`src/rtl/apb_uart_master.sv`:
```
// APB initiator for the UART register slave.
// Turns one valid/ready command into one APB SETUP/ACCESS transfer and
// returns one registered response. A transfer is aborted with rsp_err
// if the slave holds pready low for TIMEOUT_CYC ACCESS cycles.
//
// state  | meaning
// IDLE   | bus released, cmd_ready high
// SETUP  | psel high for one cycle, penable low
// ACCESS | psel and penable high until pready or timeout
module apb_uart_master #(
  parameter int ADDR_W      = 2,
  parameter int DATA_W      = 8,
  parameter int TIMEOUT_CYC = 16
) (
  input  logic              pclk,
  input  logic              presetn,
  input  logic              cmd_valid,
  output logic              cmd_ready,
  input  logic              cmd_write,
  input  logic [ADDR_W-1:0] cmd_addr,
  input  logic [DATA_W-1:0] cmd_wdata,
  output logic              rsp_valid,
  output logic [DATA_W-1:0] rsp_rdata,
  output logic              rsp_err,
  output logic              psel,
  output logic              penable,
  output logic              pwrite,
  output logic [ADDR_W-1:0] paddr,
  output logic [DATA_W-1:0] pwdata,
  input  logic [DATA_W-1:0] prdata,
  input  logic              pready
);

  // A zero timeout still needs a legal one-bit counter.
  localparam int CNT_W = (TIMEOUT_CYC > 0) ? $clog2(TIMEOUT_CYC + 1) : 1;
  localparam logic [CNT_W-1:0] CNT_LAST =
    (TIMEOUT_CYC > 0) ? CNT_W'(TIMEOUT_CYC - 1) : '0;

  typedef enum logic [1:0] {
    S_IDLE   = 2'd0,
    S_SETUP  = 2'd1,
    S_ACCESS = 2'd2
  } state_t;

  state_t              state_q, state_d;
  logic                psel_q, psel_d;
  logic                penable_q, penable_d;
  logic                pwrite_q, pwrite_d;
  logic [ADDR_W-1:0]   paddr_q, paddr_d;
  logic [DATA_W-1:0]   pwdata_q, pwdata_d;
  logic                rsp_valid_q, rsp_valid_d;
  logic [DATA_W-1:0]   rsp_rdata_q, rsp_rdata_d;
  logic                rsp_err_q, rsp_err_d;
  logic [CNT_W-1:0]    wait_cnt_q, wait_cnt_d;

  assign cmd_ready = (state_q == S_IDLE);
  assign psel      = psel_q;
  assign penable   = penable_q;
  assign pwrite    = pwrite_q;
  assign paddr     = paddr_q;
  assign pwdata    = pwdata_q;
  assign rsp_valid = rsp_valid_q;
  assign rsp_rdata = rsp_rdata_q;
  assign rsp_err   = rsp_err_q;

  // Next-state and registered-output decode; bus outputs track the next state.
  always_comb begin
    state_d     = state_q;
    psel_d      = psel_q;
    penable_d   = penable_q;
    pwrite_d    = pwrite_q;
    paddr_d     = paddr_q;
    pwdata_d    = pwdata_q;
    rsp_valid_d = 1'b0;
    rsp_rdata_d = rsp_rdata_q;
    rsp_err_d   = rsp_err_q;
    wait_cnt_d  = wait_cnt_q;

    case (state_q)
      S_IDLE: begin
        if (cmd_valid && cmd_ready) begin
          pwrite_d  = cmd_write;
          paddr_d   = cmd_addr;
          pwdata_d  = cmd_wdata;
          psel_d    = 1'b1;
          penable_d = 1'b0;
          state_d   = S_SETUP;
        end
      end
      S_SETUP: begin
        penable_d = 1'b1;
        state_d   = S_ACCESS;
      end
      S_ACCESS: begin
        if (pready) begin
          state_d     = S_IDLE;
          psel_d      = 1'b0;
          penable_d   = 1'b0;
          rsp_valid_d = 1'b1;
          rsp_err_d   = 1'b0;
          rsp_rdata_d = pwrite_q ? '0 : prdata;
          wait_cnt_d  = '0;
        end else if ((TIMEOUT_CYC != 0) && (wait_cnt_q == CNT_LAST)) begin
          // pready was checked first, so a late pready still wins.
          state_d     = S_IDLE;
          psel_d      = 1'b0;
          penable_d   = 1'b0;
          rsp_valid_d = 1'b1;
          rsp_err_d   = 1'b1;
          rsp_rdata_d = '0;
          wait_cnt_d  = '0;
        end else begin
          wait_cnt_d = wait_cnt_q + 1'b1;
        end
      end
      default: begin
        state_d    = S_IDLE;
        psel_d     = 1'b0;
        penable_d  = 1'b0;
        wait_cnt_d = '0;
      end
    endcase
  end

  // State and output registers; reset drops the bus without a response.
  always_ff @(posedge pclk or negedge presetn) begin
    if (!presetn) begin
      state_q     <= S_IDLE;
      psel_q      <= 1'b0;
      penable_q   <= 1'b0;
      pwrite_q    <= 1'b0;
      paddr_q     <= '0;
      pwdata_q    <= '0;
      rsp_valid_q <= 1'b0;
      rsp_rdata_q <= '0;
      rsp_err_q   <= 1'b0;
      wait_cnt_q  <= '0;
    end else begin
      state_q     <= state_d;
      psel_q      <= psel_d;
      penable_q   <= penable_d;
      pwrite_q    <= pwrite_d;
      paddr_q     <= paddr_d;
      pwdata_q    <= pwdata_d;
      rsp_valid_q <= rsp_valid_d;
      rsp_rdata_q <= rsp_rdata_d;
      rsp_err_q   <= rsp_err_d;
      wait_cnt_q  <= wait_cnt_d;
    end
  end

endmodule

```
`config.mk`:
```
export PLATFORM = sky130hd
export DESIGN_NAME = apb_uart_master
export DESIGN_NICKNAME = d
export VERILOG_FILES = /design/src/rtl/apb_uart_master.sv
export SDC_FILE = /design/constraint.sdc
export NUM_CORES = 1
export LEC_CHECK = 0
export CAP_MARGIN = 5
export CORE_MARGIN = 5
export CORE_UTILIZATION = 46
export DETAILED_ROUTE_END_ITERATION = 8
export PLACE_DENSITY = 0.85
export SYNTH_ARGS = -nofsm -noshare
export SYNTH_HDL_FRONTEND = slang
export SYNTH_SLANG_ARGS = --single-unit
```
`constraint.sdc`:
```
create_clock -name pclk -period 3.2 [get_ports pclk]
set_input_delay 0.48 -clock pclk [delete_from_list [all_inputs] [get_ports pclk]]
set_output_delay 0.48 -clock pclk [all_outputs]
set_load 0.02 [all_outputs]
```
==> flow_summary.ini <==
[clocking]
numCtsBuffers = 5
cts_num_sinks = 30
clk_path_buf_depth = 2
cts_repair_resize_count = 0
cts-root-buf = clkbuf_4
cts_tree = done
clk_latency_ns = 0.33
post_cts_buffers = 0
cts-hold-fix-buffers = 0
h-tree-depth = 2
path_clk_slew_ns = 0.10

[setup_path]
crit_required_ns = 2.72
crit_chain = nor2_1 > clkdlybuf4s50_1
worst_setup_path_end_kind = output pin
cp_max_fo = 15
cp_data_arrival_time_ns = 1.69
crit_type = flop to output pin
critical-path-max-stage-delay_ns = 0.62
setup.worst_path.start_class = flop
cpMaxStageDelayCell = clkdlybuf4s50_1

[min_path]
hp-class = flop to flop

[timing]
fin_worst_skew_ns = 0.00563
hold_viol = 0
maxSlewHeadroom = 0.620
setup_violations = 0
rsz0062_at_grt = false
holdWs_ns = 0.490
final_max_slew_viol_count = 0
tightest_slew_ns = 0.568
fmax_mhz = 461
finalCriticalPeriod_ns = 2.17
finalSetupTns_ns = 0
postLayoutSetupSlackWorst_ns = 1.03
period_share = 0.678

[synth]
ys_seq_area_frac = 0.595
syn_nets = 115
yosysWarnings = 0
synth.cell_area_um2 = 1260
syn_inst = 91
avgSynthCellArea_um2 = 13.9
synth_cell_types = 33
ys_seq_elements = 30

[placed_design]
pre_cts_slack_ns = 1.17
hpwl_um = 2100
port_buffers = 46
finalWeightedCongestion = 0.766

[route]
top_layer = met4
drc = 0
vias = 884
drtIter0Drc = 43
viasPerCell = 5.14
wl_met3_um = 207
firstDrtPassIters = 4
wl_met1_um = 1170
drtAntennaViolNets = 0
routed_wl_um = 2830
wl_per_cell_um = 16.5
wl_met2_um = 1400

[pwr]
peakVddDrop_mv = 0.638
p_per_area_nw_per_um2 = 902
p_leak_nw = 0.779

[job]
maxCapViolCount = 0

[final_layout]
antenna_cells = 0
syn2layout_area_growth_pct = 41.3
fill_cells = 213
fin_nets = 165
drive_above_1_share = 0.191

[die]
die-width_um = 62.4
die_area_um2 = 3890
die_h_um = 62.4
rows = 19
core_area_um2 = 2690
io_pins = 47
initial_utilization = 0.470

[grt]
overflow = 0
grt_usage = 0.159
antenna_found_initial = 0
grt_pass1_wl_um = 4770
grt_max_degree = 31
first_global_vias = 967

[run_status]
status = completed
## Yosys cell counts
cell type	instances	share of area
nor3_1	1	0.0040
ha_1	1	0.0099
a21o_1	1	0.0059
nand4b_1	1	0.0069
o21ai_2	1	0.0069
and3_1	1	0.0050
buf_2	1	0.0040
nand2_1	5	0.015
nor2_1	2	0.0059
nor3b_4	1	0.015
nand2b_4	1	0.011
a22o_1	9	0.062
or2_1	1	0.0050
buf_6	2	0.018
a21boi_0	1	0.0059
dfrtp_1	30	0.59
clkbuf_2	1	0.0040
and4b_1	1	0.0079
a21oi_1	3	0.012
and2b_2	1	0.0069
o32ai_1	1	0.0069
o31ai_1	2	0.012
nand2b_1	1	0.0050
o22ai_2	1	0.0099
nand3_1	1	0.0040
o21ai_0	1	0.0040
mux2_1	1	0.0089
inv_1	3	0.0089
nor3b_1	1	0.0059
o21ai_4	1	0.013
or2_2	1	0.0050
nor3_4	1	0.013
mux2_2	11	0.098
## per-stage QoR
step	instance area (µm²)	util	std cells	total power [W]
after floorplan	1260	-	91	0.00107
after global placement	1740	0.646	165	0.00138
after detailed placement	1740	0.646	165	0.00142
after CTS	1780	0.664	172	0.00163
after global routing	1780	0.664	172	0.00171
final	1780	0.664	172	0.00161
## flip-flops by register name (all words and copies together) (netlist names)
register / cells
pwdata: 8
rsp_valid: 1
state_q: 2
penable: 1
paddr: 2
rsp_err: 1
psel: 1
rsp_rdata: 8
wait_cnt_q: 5
pwrite: 1
## per-layer routing
layer	GRT usage	vias to the layer above
met2	0.245	32
li1	-	423
met1	0.188	423
met4	0.0716	0
met5	0	-
met3	0.0737	6
## layout by cell type, fill, tap and decap left out, types with 2 or more instances in the layout
cell             count
clkdlybuf4s50_1     46
dfrtp_1             30
mux2_2              11
a22o_1               9
nand2_1              5
clkbuf_4             5
inv_1                3
a21oi_1              3
nor2_1               2
o31ai_1              2
clkinv_2             2
## critical path: cells and delay by family, from the launching register on
kind	cells	cell delay (ns)
buffers and inverters	1	0.62
DFF	1	0.58
and+or+nand+nor	1	0.17
## kinds of logic (layout without fill, tap and decap cells)
kind of cell               count (synthesis)  after routing  synth area share
and+or+nand+nor                           20             20             0.115
DFF                                       30             30             0.595
muxes                                     12             12             0.107
AOI/OAI and AO/OA                         21             21             0.139
adders and majority gates                  1              1           0.00991
buffers and inverters                      7             57            0.0347
## area by class of cell
cell class                      count  area (µm²)  share of cell area
Inverter                            3        11.3             0.00631
Clock buffer                        5        37.5              0.0210
Sequential cell                    30         751               0.421
Multi-Input combinational cell     54         468               0.262
Clock inverter                      2        10.0             0.00561
Tap cell                           31        38.8              0.0217
Timing Repair Buffer               47         468               0.262
## where the power goes
group / leakage [nW] / internal [W] / total, W / switching [W]
Clock: 0.0308 / 0.0000788 / 0.000208 / 0.000130
Sequential: 0.378 / 0.000523 / 0.000651 / 0.000128
Combinational: 0.371 / 0.000406 / 0.000751 / 0.000344
## final timing paths
| kind | from | end | slack (ns) | depth (start not counted) |
|---|---|---|---|---|
| min | psel | psel | 0.49 | 1 |
| min reg2reg | psel | psel | 0.49 | 1 |
| max in group asynchronous | presetn | rsp_rdata[1] | 2.41 | 2 |
| min in group asynchronous | presetn | state_q[0] | 0.52 | 2 |
| max reg2reg | state_q[1] | pwrite | 1.53 | 2 |
| max | state_q[1] | cmd_ready | 1.03 | 2 |
No activity file was read; power rests on OpenSTA's default activity.
